`config.mk`:
```
export PLATFORM = sky130hd
export DESIGN_NAME = wts_channel_scheduler
export DESIGN_NICKNAME = d
export VERILOG_FILES = /design/src/rtl/wts_channel_scheduler.sv
export SDC_FILE = /design/constraint.sdc
export NUM_CORES = 1
export LEC_CHECK = 0
export BUFFER_PORTS_ARGS = -buffer_cell sky130_fd_sc_hd__buf_2
export CAP_MARGIN = 20
export CORE_UTILIZATION = 38
export DETAILED_ROUTE_END_ITERATION = 16
export PLACE_DENSITY_LB_ADDON = 0.08
export SYNTH_ARGS = -nofsm -noshare
export SYNTH_HDL_FRONTEND = slang
export SYNTH_SLANG_ARGS = --single-unit
```
`constraint.sdc`:
```
create_clock -name clk -period 2.1 [get_ports clk]
set_clock_uncertainty 0.15 [all_clocks]
set_input_delay 0.21 -clock clk [delete_from_list [all_inputs] [get_ports clk]]
set_output_delay 0.21 -clock clk [all_outputs]
set_load 0.005 [all_outputs]
```
`src/rtl/wts_channel_scheduler.sv`:
```
`default_nettype none
// ============================================================================
//  Module      : wts_channel_scheduler
//  Description : Time-multiplexes one combinational tone generator and one
//                wave-memory read port across NUM_CH channels. Each channel
//                gets a two-cycle slot: ACCESS (generator evaluation, state
//                write-back, memory read issue) then DATA (sample capture,
//                memory port free for the CPU).
//  Ports       :
//    clk, nreset                 clock, asynchronous active-low reset
//    enable                      sweep run (0 freezes phase/slot/state)
//    reg_key_on/_wave_length/
//    reg_frequency_count         per-channel configuration (packed by channel)
//    tg_reg_*, tg_*_in           current slot's config and state to generator
//    tg_*_out, tg_wave_address,
//    tg_half_timing              generator results for the current slot
//    mem_address/rd/we, rdata    shared wave-memory port
//    cpu_req/we/address, cpu_ack CPU access request and combinational grant
//    ch_sample, ch_half          latched samples, half-timing pulses
//    frame_end                   pulse after the last slot's DATA phase
//  Revision    : 1.0 - initial release
// ============================================================================
module wts_channel_scheduler #(
    parameter int NUM_CH  = 5,
    parameter int CH_BITS = 3
) (
    input  logic                      clk,
    input  logic                      nreset,
    input  logic                      enable,
    input  logic [NUM_CH-1:0]         reg_key_on,
    input  logic [2*NUM_CH-1:0]       reg_wave_length,
    input  logic [12*NUM_CH-1:0]      reg_frequency_count,
    output logic [1:0]                tg_reg_wave_length,
    output logic [11:0]               tg_reg_frequency_count,
    output logic [6:0]                tg_wave_address_in,
    output logic [11:0]               tg_frequency_count_in,
    input  logic [6:0]                tg_wave_address_out,
    input  logic [11:0]               tg_frequency_count_out,
    input  logic [6:0]                tg_wave_address,
    input  logic                      tg_half_timing,
    output logic [CH_BITS+6:0]        mem_address,
    output logic                      mem_rd,
    output logic                      mem_we,
    input  logic [7:0]                mem_rdata,
    input  logic                      cpu_req,
    input  logic                      cpu_we,
    input  logic [CH_BITS+6:0]        cpu_address,
    output logic                      cpu_ack,
    output logic [8*NUM_CH-1:0]       ch_sample,
    output logic [NUM_CH-1:0]         ch_half,
    output logic                      frame_end
);

    typedef enum logic [0:0] {
        PH_ACCESS = 1'b0,
        PH_DATA   = 1'b1
    } phase_t;

    localparam logic [CH_BITS-1:0] LAST_SLOT = CH_BITS'(NUM_CH - 1);

    phase_t               phase;
    phase_t               phase_next;
    logic [CH_BITS-1:0]   slot;
    logic [CH_BITS-1:0]   slot_next;
    logic                 frame_end_next;
    logic                 cpu_grant;

    // Per-channel state flattened so the slot mux can index it.
    logic [7*NUM_CH-1:0]  addr_flat;
    logic [12*NUM_CH-1:0] cnt_flat;

    // ------------------------------------------------------------------------
    // Sequencer: state register
    // ------------------------------------------------------------------------
    always_ff @(posedge clk or negedge nreset) begin
        if (!nreset) begin
            phase     <= PH_ACCESS;
            slot      <= '0;
            frame_end <= 1'b0;
        end else begin
            phase     <= phase_next;
            slot      <= slot_next;
            frame_end <= frame_end_next;
        end
    end

    // The CPU owns the memory port whenever the sweep is not reading it:
    // every DATA phase while running, every cycle while frozen.
    assign cpu_grant = cpu_req && (!enable || (phase == PH_DATA));

    // ------------------------------------------------------------------------
    // Sequencer: next state and memory-port outputs
    // ------------------------------------------------------------------------
    always_comb begin
        phase_next     = phase;
        slot_next      = slot;
        frame_end_next = 1'b0;
        mem_rd         = 1'b0;
        mem_we         = 1'b0;
        cpu_ack        = 1'b0;
        mem_address    = {slot, tg_wave_address};

        if (enable) begin
            case (phase)
                PH_ACCESS: begin
                    phase_next = PH_DATA;
                    mem_rd     = 1'b1;
                end
                PH_DATA: begin
                    phase_next     = PH_ACCESS;
                    slot_next      = (slot == LAST_SLOT) ? '0 : slot + CH_BITS'(1);
                    frame_end_next = (slot == LAST_SLOT);
                end
                default: begin
                    phase_next = PH_ACCESS;
                end
            endcase
        end

        if (cpu_grant) begin
            cpu_ack     = 1'b1;
            mem_we      = cpu_we;
            mem_address = cpu_address;
        end
    end

    // ------------------------------------------------------------------------
    // Slot mux: current channel's config and stored state to the generator
    // ------------------------------------------------------------------------
    always_comb begin
        tg_reg_wave_length     = 2'd0;
        tg_reg_frequency_count = 12'd0;
        tg_wave_address_in     = 7'd0;
        tg_frequency_count_in  = 12'd0;
        for (int i = 0; i < NUM_CH; i++) begin
            if (slot == CH_BITS'(i)) begin
                tg_reg_wave_length     = reg_wave_length[2*i +: 2];
                tg_reg_frequency_count = reg_frequency_count[12*i +: 12];
                tg_wave_address_in     = addr_flat[7*i +: 7];
                tg_frequency_count_in  = cnt_flat[12*i +: 12];
            end
        end
    end

    // ------------------------------------------------------------------------
    // Per-channel state, sample latch and half-timing pulse
    // ------------------------------------------------------------------------
    generate
        for (genvar i = 0; i < NUM_CH; i++) begin : g_ch
            logic [6:0]  wave_addr;
            logic [11:0] freq_cnt;
            logic [7:0]  sample;
            logic        half;
            logic        serviced;

            assign serviced = enable && (slot == CH_BITS'(i));

            always_ff @(posedge clk or negedge nreset) begin
                if (!nreset) begin
                    wave_addr <= 7'd0;
                    freq_cnt  <= 12'd0;
                    sample    <= 8'd0;
                    half      <= 1'b0;
                end else begin
                    half <= 1'b0;
                    if (serviced && (phase == PH_ACCESS)) begin
                        // A keyed-off channel is parked at zero so it
                        // restarts from the top of its wave on key-on.
                        if (reg_key_on[i]) begin
                            wave_addr <= tg_wave_address_out;
                            freq_cnt  <= tg_frequency_count_out;
                        end else begin
                            wave_addr <= 7'd0;
                            freq_cnt  <= 12'd0;
                        end
                        half <= tg_half_timing & reg_key_on[i];
                    end
                    if (serviced && (phase == PH_DATA)) begin
                        sample <= reg_key_on[i] ? mem_rdata : 8'h00;
                    end
                end
            end

            assign addr_flat[7*i +: 7]    = wave_addr;
            assign cnt_flat[12*i +: 12]   = freq_cnt;
            assign ch_sample[8*i +: 8]    = sample;
            assign ch_half[i]             = half;
        end
    endgenerate

endmodule
`default_nettype wire

```
## After elaboration in Yosys (flattened, before gate mapping)

Cells that the tools add are included.

| cells by class | value |
|---|---|
| add/subtract/negate cells | 1 |
| equality and inequality tests | 4 |
| multiplexer cells | 49 |
| bitwise operators | 6 |
| reductions and logical operators | 20 |

Operators with widths:

| kind | number |
|---|---|
| two-way mux 12 bit | 15 |
| two-way mux 7 bit | 10 |
| two-way mux 8 bit | 5 |
| logical AND 1 bit | 16 |
| two-way mux 1 bit | 11 |
| two-way mux 10 bit | 1 |
| two-way mux 2 bit | 5 |
| == test 3 x 2 -> 1 bit, second input constant | 2 |
| AND 1 bit | 5 |
| adder 3 x 1 -> 3 bit, second input constant | 1 |
| == test 3 x 1 -> 1 bit, second input constant | 1 |
| == test 3 bit, second input constant | 1 |
| logical NOT 3 bit | 1 |
| two-way mux 3 bit | 1 |
| one-hot mux 1 bit (2 select lines) | 1 |
| AND reduction 2 bit | 1 |
| logical NOT 1 bit | 1 |
| logical OR 1 bit | 1 |
| inverter 1 bit | 1 |

| storage, ports and cells | value |
|---|---|
| flip-flop bits (word level) | 145 |
| input bits | 125 |
| output and inout bits | 92 |
| logic and storage cells | 103 |

## Logic depth before layout (Yosys ltp)

Gate-level depths: netlist (run 1).

| depth | value |
|---|---|
| depth after elaboration | 6 |
| mapped depth | 8 |
| gate-level depth less buffers | 5 |

## Worst setup path after synthesis (run 1)

OpenSTA, ideal clock, no wires.

| path | value |
|---|---|
| path kind | register to output |
| from | register slot[0] |
| to | output port tg_frequency_count_in[0] |
| arrival time | 1.614 ns |
| data required time | 1.740 ns |
| slack | 0.126 ns |
| cell stages (with the launch flop) | 8 |
| path buffers | 2 |
| cells stage by stage | dfrtp_1 -> ha_1 -> ha_1 -> or2_1 -> buf_2 -> buf_2 -> a21oi_1 -> a221o_1 |

| between the ends | value |
|---|---|
| longest elaborated chain between the ends | 6 |
| elaborated cells on any way between the ends | 10 |
| classes of those cells | eq/ne (4); mux (5); reduce/logical (1) |

Ends and longest elaborated chain:

| item | RTL line | source |
|---|---|---|
| start, declared | 63 | `logic [CH_BITS-1:0] slot;` |
| start signal, assigned | 82 | `slot <= slot_next;` |
| logical NOT 3 bit | 136 | `if (slot == CH_BITS'(i)) begin` |
| two-way mux 12 bit (4 in a row) | 136 |  |
| two-way mux 12 bit (*) | 136 |  |
| end, declared | 36 | `output logic [11:0] tg_frequency_count_in,` |

Mark *: on every way between the ends. The rest lies on a longest branch, timed or not.

## Final worst setup path (run 1)

| path | value |
|---|---|
| from | register slot[0] |
| to | output port tg_frequency_count_in[7] |

The elaborated chain is that of the path after synthesis.

==> out/metrics.sh, run 1 <==
DIE_W_UM=141.3
SYNTH_AREA_LEADERS='sky130_fd_sc_hd__dfrtp_1 49%, sky130_fd_sc_hd__nand2_1 16%, sky130_fd_sc_hd__o21ai_0 10%, sky130_fd_sc_hd__a21oi_1 4.5%, sky130_fd_sc_hd__a221o_1 4.5%'
DRC=0
CLOCK_TREE_FROM_TRITONCTS='done'
FMAXACHIEVABLE_MHz=404.6
CRITPATHLAUNCHTYPE='flop'
CLKSINKCOUNT=145
CRITPATHLAUNCH='slot[0]'
TIMING_MAX_TRANSITION_VIOLATIONS_FINAL=0
POSTROUTEANTENNANETS=0
DRT_PASS1_ITERATIONS=4
SYNTH-WARNING-COUNT=0
POWER.COMBINATIONAL.FRACTION_PCT=46.0
YS_SEQ_AREA_SHARE_PCT=49.19
WIRE_PER_INST_UM=16.76
PROPORTION_OF_NETLIST_AREA_HELD_BY_THE_LARGEST_AREA_CONTRIBUTOR_PCT=49.19
CRITPATHKIND='reg -> out'
TOTAL_LEAKAGE_POWER_nW=5.105
REQUIRED_PS=1740
FINAL_WEIGHTED_CONGESTION_OF_ROUTABILITY_DRIVEN_GLOBAL_PLACEMENT=0.7525
DRIVE_ABOVE_1_SHARE_PCT=30.29
SYNTH-EDFF-COUNT=0
GRT_ANTENNA_BEFORE_REPAIR=1
GRT_USE_TOTAL_PCT=24.45
FIRST_GLOBAL_VIAS=6949
DETAILROUTE.VIA_COUNT=7060
RSZ0062_AT_GRT='yes'
CLOCK_LATENCY_PS=420
CLK_TRANSITION_REPORTED_PATHS_PS=60
POST-PLACE-WS_PS=55.16
DIE_AREA_MM2=0.01997
STATUS='finished, violations left'
FINALSETUPVIOLATIONS=33
POST-ROUTE-UTIL_PCT=53.91
GRT_START_MAX_NET_PINS=52
DRT_FIRST_ITER_VIOLATIONS=323
CLOCK_POWER_SHARE_PCT=22.3
WORSTMARGINPINSLEW_PS=747.0
FIN_TNS_SETUP_PS=-9868
SYNTH.MOST_COMMON_CELL='sky130_fd_sc_hd__nand2_1'
WIRE_LENGTH_OF_THE_FIRST_GLOBAL_ROUTING_PASS_UM=37470
POWER_SWITCHING_SHARE_PCT=37.57
POSTSYNTHREGISTERBITS=145
YS_TYPES=28
SYNTH-MAIN-FF-CELL='sky130_fd_sc_hd__dfrtp_1'
AREA_GROWTH_SYN_TO_LAYOUT_PCT=38.06
FINAL.PERIOD_UTILIZATION_PCT=117.7
FLOORPLAN.DIE.HEIGHT_UM=141.3
BOUNDARYPINS=217
HOLD_WC_STARTPOINT='enable'
HTREE_LEVELS=4
WORST-ENDPOINT-ARRIVAL_PS=2110
SYN_AREA_MM2=0.007377
FIN_CRIT_PS=2472
CAP_VIOLATIONS=0
FINALHOLDVIOLCOUNT=0
CELLPOWERDENSITY_mW_PER_MM2=1457
PLACEMENTROWS=50
SYN_NETS=1047
P_SWITCHING_mW=5.574
MAXIMUM_COUNT_OF_CLOCK_BUFFERS_ALONG_A_SINGLE_PATH=2
SETUP.WORST_PATH.END_CLASS='primary output'
VIAS_PER_CELL=4.961
CRIT-REG2REG-LAUNCH='slot[0]'
TOTAL_OVERFLOW_REPORTED_BY_THE_GLOBAL_ROUTER=0
PORT-BUFFER-COUNT=216
WORST_IR_DROP_VDD_V=0.0007425
DP.FINAL_HPWL_UM=15540
ROUTED_WL_UM=23850
NUM-FILL-CELLS=1855
TIMING.FINAL.WS_SETUP_PS=-371.5
SYN-INSTANCE-COUNT=917
INITIAL_UTIL_PCT=39.05
FINALPOWER_mW=14.84
LAYOUT.NETS=1279
SLEW_HEADROOM_PCT=50.20
FAILED_CHECKS='negative setup slack'
NUMCTSBUFFERS=17
AVGSYNTHCELLAREA_UM2=8.045
SYNTH_ASYNC_SR_FLOP_SHARE_PCT=100.0
POWER_REPORT.INTERNAL_TOTAL_mW=9.263
SYNTH.TOP_CELLS.BY_COUNT='312 x sky130_fd_sc_hd__nand2_1, 154 x sky130_fd_sc_hd__o21ai_0, 145 x sky130_fd_sc_hd__dfrtp_1, 66 x sky130_fd_sc_hd__a21oi_1, 39 x sky130_fd_sc_hd__inv_1'
WORSTPATHMAXFANOUT=9
FLOORPLAN_CORE_AREA_MM2=0.01889
POST-SYNTH-TOP-AREA-CELL='sky130_fd_sc_hd__dfrtp_1'
MIN-DELAY-PATH-CLASS='in -> reg'
SEQUENTIAL_SHARE_OF_POWER_PCT=31.7
PLACEMENT.CELL_AREA_MM2=0.008912
POST-ROUTE-CELL-AREA_MM2=0.01018
ROOT_BUFFER='sky130_fd_sc_hd__clkbuf_16'
[metal layers]
| layer | GRT usage, % | vias to the layer above | wire (µm) |
|---|---|---|---|
| li1 | - | 3530 | - |
| met1 | 32.12 | 3278 | 10950 |
| met2 | 40.91 | 229 | 11120 |
| met3 | 4.995 | 23 | 1419 |
| met4 | 6.751 | 0 | 354 |
| met5 | 0 | - | 0 |
[power groups by stage]
| stage | Combinational [mW] | Clock [mW] | Sequential, mW |
|---|---|---|---|
| floorplan | 3.45 | 0 | 4.60 |
| CTS | 6.40 | 3.35 | 4.67 |
| global placement | 6.00 | 0 | 4.69 |
| finish | 6.82 | 3.31 | 4.71 |
| global route | 7.60 | 3.45 | 4.89 |
| detailed placement | 6.07 | 0 | 4.69 |
[what timing repair did]
| item | 4_1_cts | 5_1_grt |
|---|---|---|
| gates resized for setup | 28 | 54 |
| cloned | 0 | 2 |
| endpoints found under the setup margin | 43 | 43 |
| buffers inserted | 1 | 4 |
| hold endpoints to repair | 232 | 0 |
| hold buffers | 29 | 0 |
| pin swaps | 7 | 9 |
[final cells by class]
type / count / area [µm²] / share of cell area [%]
antenna: 1 / 2.502 / 0.02457
clock buffer: 18 / 439.2 / 4.312
clock inverter: 14 / 205.2 / 2.015
inverter: 39 / 151.4 / 1.486
multi-input combinational: 652 / 3427 / 33.65
sequential: 145 / 3631 / 35.65
tap: 260 / 325.3 / 3.194
timing repair buffer: 294 / 2003 / 19.67
[worst max-delay path: stages (launching register included)]
cell and delay [ps]:
sky130_fd_sc_hd__dfrtp_2 470, sky130_fd_sc_hd__ha_4 190, sky130_fd_sc_hd__ha_4 150, sky130_fd_sc_hd__or2_4 270
sky130_fd_sc_hd__buf_12 160, sky130_fd_sc_hd__a21oi_2 110, sky130_fd_sc_hd__a221o_1 210, sky130_fd_sc_hd__buf_2 130
[worst paths after layout]
| check | to | slack (ps) | depth (start not counted) |
|---|---|---|---|
| setup / recovery | tg_frequency_count_in[7] | -370 | 7 |
| hold reg to reg | g_ch[0].sample[7] | 320 | 2 |
| hold / removal | phase | 50 | 3 |
| min in group asynchronous | g_ch[4].wave_addr[4] | 160 | 2 |
| max in group asynchronous | g_ch[4].freq_cnt[2] | 1010 | 3 |
| setup reg to reg | g_ch[2].sample[4] | 260 | 8 |
[state kept, by name, summed over array words and instances (netlist names)]
name	cells
frame_end	1
g_ch.freq_cnt	60
g_ch.half	5
g_ch.sample	40
g_ch.wave_addr	35
phase	1
slot	3
[logic make-up after synthesis]
family	count (synthesis)	synth area share (%)
XOR/XNOR	1	0.1187
adder cells (fa/ha/maj)	5	0.8480
AND/OR/NAND/NOR	366	20.61
buffers and inverters	120	7.073
flip-flops	145	49.19
multiplexers	11	1.679
AO/OA/AOI/OAI	269	20.49
[layout by cell type, fill, tap and decap left out, types with 2 or more instances in the layout]
master | netlist | final
sky130_fd_sc_hd__a21oi_1 | 66 | 32
sky130_fd_sc_hd__a21oi_2 | 0 | 34
sky130_fd_sc_hd__a221o_1 | 33 | 33
sky130_fd_sc_hd__and3_1 | 34 | 34
sky130_fd_sc_hd__buf_12 | 0 | 16
sky130_fd_sc_hd__buf_2 | 29 | 215
sky130_fd_sc_hd__buf_4 | 7 | 26
sky130_fd_sc_hd__buf_6 | 1 | 5
sky130_fd_sc_hd__bufinv_16 | 0 | 4
sky130_fd_sc_hd__clkbuf_16 | 0 | 19
sky130_fd_sc_hd__clkinv_4 | 0 | 3
sky130_fd_sc_hd__clkinvlp_4 | 0 | 3
sky130_fd_sc_hd__dfrtp_1 | 145 | 143
sky130_fd_sc_hd__dfrtp_2 | 0 | 2
sky130_fd_sc_hd__dlygate4sd3_1 | 0 | 29
sky130_fd_sc_hd__ha_4 | 0 | 5
sky130_fd_sc_hd__inv_1 | 39 | 37
sky130_fd_sc_hd__inv_4 | 0 | 2
sky130_fd_sc_hd__inv_8 | 0 | 2
sky130_fd_sc_hd__mux2_1 | 2 | 2
sky130_fd_sc_hd__mux2_2 | 9 | 9
sky130_fd_sc_hd__nand2_1 | 312 | 311
sky130_fd_sc_hd__nand3_1 | 2 | 2
sky130_fd_sc_hd__nand4b_1 | 4 | 4
sky130_fd_sc_hd__nand4bb_1 | 3 | 3
sky130_fd_sc_hd__nor2_1 | 5 | 5
sky130_fd_sc_hd__o21ai_0 | 154 | 134
sky130_fd_sc_hd__o21ai_1 | 16 | 36
[per-stage QoR]
step	cells	hold WS [ps]
6_report	1423	53.83
5_1_grt	1423	76.23
4_1_cts	1416	33.71
3_5_place_dp	1354	57.75
3_3_place_gp	1354	59.39
2_1_floorplan	917	-235.6
Note: power is estimated with default switching activity, not from simulation.
==> inputs of run 2 (changes only) <==
BUFFER_PORTS_ARGS = not set   (was -buffer_cell sky130_fd_sc_hd__buf_2)
DONT_BUFFER_PORTS = 1   (was not set)
==> out/metrics.sh, run 2 (synthesis results as in run 1) <==
STATUS='finished, violations left'
FAILED_CHECKS='negative hold slack, negative setup slack'
MOSTFREQUENTLAYOUTCELLS='311 x sky130_fd_sc_hd__nand2_1, 143 x sky130_fd_sc_hd__dfrtp_1, 139 x sky130_fd_sc_hd__o21ai_0, 46 x sky130_fd_sc_hd__dlygate4sd3_1, 39 x sky130_fd_sc_hd__a21oi_1'
FINALHOLDVIOLCOUNT=145
CLKSINKCOUNT=145
NUM_ANTENNA_CELLS=0
PORT-BUFFER-COUNT=0
PLACEMENT.CELL_AREA_MM2=0.007652
REG2REG_SETUP_SLACK_PS=200
DETAILROUTE.VIA_COUNT=6556
POWER.COMBINATIONAL.FRACTION_PCT=42.4
CLOCK_TREE_FROM_TRITONCTS='done'
POST-PLACE-WS_PS=94.54
DRC=0
GRT_ANTENNA_BEFORE_REPAIR=1
FIN_CRIT_PS=2394
RSZ0062_AT_GRT='yes'
DRIVE_ABOVE_1_SHARE_PCT=13.77
LARGEST-REGISTER='g_ch.freq_cnt'
DRT_FIRST_ITER_VIOLATIONS=316
NUMPLACEDINSTANCES=1130
VIAS_PER_CELL=5.347
DRT_PASS1_ITERATIONS=5
FINAL.PERIOD_UTILIZATION_PCT=114.0
FINALNONFILLERCELLS=1226
DIE_W_UM=141.3
POSTROUTEANTENNANETS=0
REG.LARGEST.LIST='g_ch.freq_cnt (60), g_ch.sample (40), g_ch.wave_addr (35)'
WIRE_PER_INST_UM=19.75
TIMING_MAX_TRANSITION_VIOLATIONS_FINAL=0
P_SWITCHING_mW=5.415
LAYOUT.CELLS.MOST_COMMON='sky130_fd_sc_hd__nand2_1'
R2R_END='g_ch[1].freq_cnt[0]'
POST-ROUTE-CELL-AREA_MM2=0.009216
FINALSETUPVIOLATIONS=33
CRITICAL_PATH.SLOWEST_CELL='sky130_fd_sc_hd__dfrtp_2'
MAXIMUM_COUNT_OF_CLOCK_BUFFERS_ALONG_A_SINGLE_PATH=2
FINAL_WEIGHTED_CONGESTION_OF_ROUTABILITY_DRIVEN_GLOBAL_PLACEMENT=0.7833
WORSTMARGINPINSLEW_PS=380.3
NUMBER_OF_FLIP_FLOPS_UNDER_THE_LARGEST_REGISTER_NAME=60
TOTAL_LEAKAGE_POWER_nW=4.206
CRIT-REG2REG-LAUNCH='slot[0]'
CRITPATHLAUNCHTYPE='flop'
FIN_TNS_SETUP_PS=-8335
GRT_START_MAX_NET_PINS=146
LAYOUT.NETS=1083
CRIT_CHAIN='buf_4, ha_4, buf_12, a21oi_1, o21ai_0, a221o_1'
MIN-DELAY-PATH-CLASS='in -> async'
R2R_CELLS=7
GRT_USE_TOTAL_PCT=24.04
HOLD_WS_PS=-672.2
HTREE_LEVELS=4
CRITICAL_PATH.MAX_STAGE_DELAY_PS=450
POWER_SWITCHING_SHARE_PCT=39.02
POWER_REPORT.INTERNAL_TOTAL_mW=8.462
FLOORPLAN.DIE.HEIGHT_UM=141.3
SETUP.WORST_PATH.END_CLASS='primary output'
BOUNDARYPINS=217
WORSTPATHMAXFANOUT=27
NUMCTSBUFFERS=17
SEQUENTIAL_SHARE_OF_POWER_PCT=34.7
SLEW_HEADROOM_PCT=74.65
CLOCK_POWER_SHARE_PCT=22.9
CLOCK_LATENCY_PS=410
TOTAL_OVERFLOW_REPORTED_BY_THE_GLOBAL_ROUTER=0
WORST_IR_DROP_VDD_V=0.0006761
HOLDBUFCOUNTCTS=51
WIRE_LENGTH_OF_THE_FIRST_GLOBAL_ROUTING_PASS_UM=36340
ROOT_BUFFER='sky130_fd_sc_hd__clkbuf_16'
CELLPOWERDENSITY_mW_PER_MM2=1506
PLACEMENTROWS=50
ROUTED_WL_UM=24220
FIRST_GLOBAL_VIAS=6592
REQUIRED_PS=1740
CLK_TRANSITION_REPORTED_PATHS_PS=70
NUM-FILL-CELLS=1902
CRITPATHKIND='reg -> out'
WORST-ENDPOINT-ARRIVAL_PS=2030
TIMING.FINAL.WS_SETUP_PS=-294.3
INITIAL_UTIL_PCT=39.05
FLOORPLAN_CORE_AREA_MM2=0.01889
CAP_VIOLATIONS=0
AREA_GROWTH_SYN_TO_LAYOUT_PCT=24.93
DP.FINAL_HPWL_UM=15030
FMAXACHIEVABLE_MHz=417.7
LAYOUT.AREA.SEQ_MM2=0.003631
MULTI_INPUT_COMB_AREA_MM2=0.003422
DIE_AREA_MM2=0.01997
==> run 2: changes by cell type in the layout (fill, tap and decap cells not counted), moves of 2 or more <==
cell | previous run | this run
sky130_fd_sc_hd__a21oi_4 | 0 | 3
sky130_fd_sc_hd__inv_2 | 0 | 2
sky130_fd_sc_hd__a21oi_2 | 34 | 24
sky130_fd_sc_hd__dlygate4sd3_1 | 29 | 46
sky130_fd_sc_hd__buf_2 | 215 | 0
sky130_fd_sc_hd__inv_8 | 2 | 0
sky130_fd_sc_hd__inv_6 | 1 | 4
sky130_fd_sc_hd__buf_12 | 16 | 11
sky130_fd_sc_hd__o21ai_1 | 36 | 30
sky130_fd_sc_hd__inv_4 | 2 | 0
sky130_fd_sc_hd__o21ai_0 | 134 | 139
sky130_fd_sc_hd__buf_6 | 5 | 7
sky130_fd_sc_hd__a21oi_1 | 32 | 39
sky130_fd_sc_hd__buf_4 | 26 | 30
==> run 2: worst max-delay path, delay by kind of cell, from the launching register on <==
family	cells	cell delay, ps
buf+inv	2	330
fa+ha+maj	1	210
flops	1	450
compound gates	3	620
==> run 2: through the flow <==
step           util (%)  power (mW)  hold WS, ps
2_1_floorplan         -       8.046       -235.6
3_3_place_gp      40.50       9.406       -231.5
3_5_place_dp      40.50       9.577       -230.7
4_1_cts           47.17       13.14       -688.9
5_1_grt           48.78       14.84       -691.9
6_report          48.78       13.88       -672.2
==> run 2: routing by layer <==
layer | track usage (%) | part of all wire (%) | up-vias
li1 | - | - | 3142
met1 | 28.84 | 42 | 3123
met2 | 41.14 | 48 | 249
met3 | 6.919 | 7.4 | 40
met4 | 8.410 | 2.0 | 2
met5 | 0 | 0.041 | -
==> run 2: repair_timing <==
item | 4_1_cts | 5_1_grt
setup endpoints to repair | 33 | 44
pin swaps | 3 | 26
resized for setup | 10 | 59
setup buffers | 4 | 5
cloned | 0 | 4
hold endpoints to repair | 289 | 145
==> run 2: area by class of cell <==
type | count | area share (%)
Timing Repair Buffer | 98 | 11.66
Multi-Input combinational cell | 652 | 37.13
Clock buffer | 18 | 4.765
Tap cell | 260 | 3.530
Inverter | 39 | 1.588
Clock inverter | 14 | 1.928
Sequential cell | 145 | 39.40
==> run 2: power by group through the flow <==
stage | clock network (mW) | logic, mW | registers (mW)
finish | 3.18 | 5.89 | 4.81
global route | 3.37 | 6.50 | 4.98
CTS | 3.24 | 5.11 | 4.80
detailed placement | 0 | 4.74 | 4.84
global placement | 0 | 4.59 | 4.81
floorplan | 0 | 3.45 | 4.60
==> run 2: worst max-delay path by stage <==
| stage | from | end |
|---|---|---|
| detailed placement | slot[0] | tg_wave_address_in[6] |
| CTS | slot[0] | tg_wave_address_in[6] |
| global route | slot[0] | tg_wave_address_in[5] |
| global placement | slot[0] | tg_wave_address_in[6] |
| floorplan | slot[0] | tg_frequency_count_in[0] |
| finish | slot[0] | tg_wave_address_in[5] |
==> inputs of run 3 (changes only) <==
--- a/constraint.sdc
+++ b/constraint.sdc
@@ -4,2 +4,2 @@
 set_output_delay 0.21 -clock clk [all_outputs]
-set_load 0.005 [all_outputs]
+set_load 0.02 [all_outputs]
==> out/metrics.sh, run 3 (synthesis results as in run 1) <==
NUM-FILL-CELLS=1878
REG2REG_SETUP_SLACK_PS=240
CLK_TRANSITION_REPORTED_PATHS_PS=60
R2R_CELLS=7
CELLPOWERDENSITY_mW_PER_MM2=1591
CRIT-REG2REG-LAUNCH='slot[1]'
WORST-ENDPOINT-ARRIVAL_PS=2090
DRT_PASS1_ITERATIONS=4
POST-ROUTE-CELL-AREA_MM2=0.009120
TIMING_MAX_TRANSITION_VIOLATIONS_FINAL=0
PORT-BUFFER-COUNT=0
HOLD_WS_PS=-671.3
FMAXACHIEVABLE_MHz=408.1
R2R_END='g_ch[3].freq_cnt[0]'
REQUIRED_PS=1740
LAYOUT.NETS=1079
BOUNDARYPINS=217
LAYOUT.CELLS.MOST_COMMON='sky130_fd_sc_hd__nand2_1'
GRT_START_MAX_NET_PINS=146
ROUTED_WL_UM=23950
CAP_VIOLATIONS=0
PLACEMENTROWS=50
FINAL_WEIGHTED_CONGESTION_OF_ROUTABILITY_DRIVEN_GLOBAL_PLACEMENT=0.7447
WORSTMARGINPINSLEW_PS=353.4
CRIT_CHAIN='ha_2, ha_4, or2_4, buf_12, a21oi_2, a221o_1, buf_6'
FINAL.PERIOD_UTILIZATION_PCT=116.7
SETUP.WORST_PATH.END_CLASS='primary output'
CRITPATHLAUNCHTYPE='flop'
REG.LARGEST.LIST='g_ch.freq_cnt (60), g_ch.sample (40), g_ch.wave_addr (35)'
WIRE_LENGTH_OF_THE_FIRST_GLOBAL_ROUTING_PASS_UM=36270
CLOCK_LATENCY_PS=420
FAILED_CHECKS='negative hold slack, negative setup slack'
WORST_IR_DROP_VDD_V=0.0006029
HTREE_LEVELS=4
CLOCK_TREE_FROM_TRITONCTS='done'
WORSTPATHMAXFANOUT=12
MAXIMUM_COUNT_OF_CLOCK_BUFFERS_ALONG_A_SINGLE_PATH=2
FINALSETUPVIOLATIONS=33
STATUS='finished, violations left'
CRITICAL_PATH.SLOWEST_CELL='sky130_fd_sc_hd__dfrtp_1'
HOLDBUFCOUNTCTS=55
AREA_GROWTH_SYN_TO_LAYOUT_PCT=23.63
FIRST_GLOBAL_VIAS=6311
MOSTFREQUENTLAYOUTCELLS='311 x sky130_fd_sc_hd__nand2_1, 145 x sky130_fd_sc_hd__dfrtp_1, 136 x sky130_fd_sc_hd__o21ai_0, 50 x sky130_fd_sc_hd__dlygate4sd3_1, 39 x sky130_fd_sc_hd__a21oi_1'
CRITICAL-PATH-TOP-DELAY-FAMILY='flip-flops'
VIAS_PER_CELL=5.408
FINALNONFILLERCELLS=1222
DRT_FIRST_ITER_VIOLATIONS=400
DETAILROUTE.VIA_COUNT=6609
CRITICAL_PATH.MAX_STAGE_DELAY_PS=420
TOTAL_LEAKAGE_POWER_nW=4.158
FIN_TNS_SETUP_PS=-10200
CRITICAL_PATH.N_BUFFERS_INVERTERS=2
WIRE_PER_INST_UM=19.59
FINALHOLDVIOLCOUNT=145
SLEW_HEADROOM_PCT=76.36
POST-PLACE-WS_PS=26.04
DIE_AREA_MM2=0.01997
CRITPATHKIND='reg -> out'
DP.FINAL_HPWL_UM=14970
DRIVE_ABOVE_1_SHARE_PCT=12.58
STAGES_ON_THE_WORST_SETUP_PATH=7
GRT_ANTENNA_BEFORE_REPAIR=1
NUMBER_OF_FLIP_FLOPS_UNDER_THE_LARGEST_REGISTER_NAME=60
MULTI_INPUT_COMB_AREA_MM2=0.003400
NUMPLACEDINSTANCES=1130
RSZ0062_AT_GRT='yes'
FLOORPLAN.DIE.HEIGHT_UM=141.3
FLOORPLAN_CORE_AREA_MM2=0.01889
ROOT_BUFFER='sky130_fd_sc_hd__clkbuf_16'
CLKSINKCOUNT=145
NUMCTSBUFFERS=17
INITIAL_UTIL_PCT=39.05
TOTAL_OVERFLOW_REPORTED_BY_THE_GLOBAL_ROUTER=0
GRT_USE_TOTAL_PCT=24.01
DRC=0
DIE_W_UM=141.3
NUM_ANTENNA_CELLS=0
FIN_CRIT_PS=2451
PLACEMENT.CELL_AREA_MM2=0.007702
POSTROUTEANTENNANETS=0
LARGEST-REGISTER='g_ch.freq_cnt'
TIMING.FINAL.WS_SETUP_PS=-350.7
MIN-DELAY-PATH-CLASS='in -> async'
LAYOUT.AREA.SEQ_MM2=0.003628
-- run 3: power by group --
group          switching, mW  internal, mW  leakage, nW  total, mW
sequential              1.20          4.01         1.92       5.21
combinational           3.98          2.45         1.97       6.43
clock                   1.21          1.66        0.267       2.88
total                   6.39          8.13         4.16       14.5
-- run 3: area by class of cell --
| class | count | area share (%) |
|---|---|---|
| flip-flops and latches | 145 | 39.79 |
| clock buffers | 20 | 4.898 |
| multi-input cells | 652 | 37.28 |
| clock inverters | 12 | 1.180 |
| well taps | 260 | 3.567 |
| inverters | 39 | 1.605 |
| repair buffers | 94 | 11.69 |
-- run 3: timing repair --
item / CTS / global route
resized for setup: 32 / 33
setup endpoints to repair: 43 / 35
pin swaps: 14 / 26
cloned: 1 / 1
endpoints found under the hold margin: 290 / 145
buffers inserted: 3 / 0
-- run 3: metal layers --
| metal | up-vias | part of all wire (%) | GRT usage (%) |
|---|---|---|---|
| li1 | 3131 | - | - |
| met1 | 3183 | 43 | 30.12 |
| met2 | 250 | 48 | 40.52 |
| met3 | 43 | 7.4 | 6.412 |
| met4 | 2 | 1.8 | 7.094 |
| met5 | - | 0.042 | 0 |
-- run 3: worst max-delay path by stage --
stage,start,to,slack [ps]
floorplan,slot[0],tg_frequency_count_in[0],20
global placement,slot[0],tg_frequency_count_in[11],50
detailed placement,slot[1],tg_frequency_count_in[8],30
CTS,slot[0],tg_frequency_count_in[8],-380
global route,slot[1],tg_frequency_count_in[8],-430
finish,slot[1],tg_frequency_count_in[8],-350
-- run 3: per-stage QoR --
step,utilization [%],power [mW]
2_1_floorplan,-,9.194
3_3_place_gp,40.77,10.67
3_5_place_dp,40.77,10.84
4_1_cts,47.70,14.30
5_1_grt,48.27,15.44
6_report,48.27,14.51
-- run 3: worst reg2reg max path: cells and delay by family (launching register included) --
| family | cells | cell delay (ps) |
|---|---|---|
| AOI/OAI and AO/OA | 1 | 80 |
| adders and majority gates | 2 | 360 |
| buffers and inverters | 2 | 470 |
| DFF | 1 | 420 |
| and+or+nand+nor | 2 | 260 |
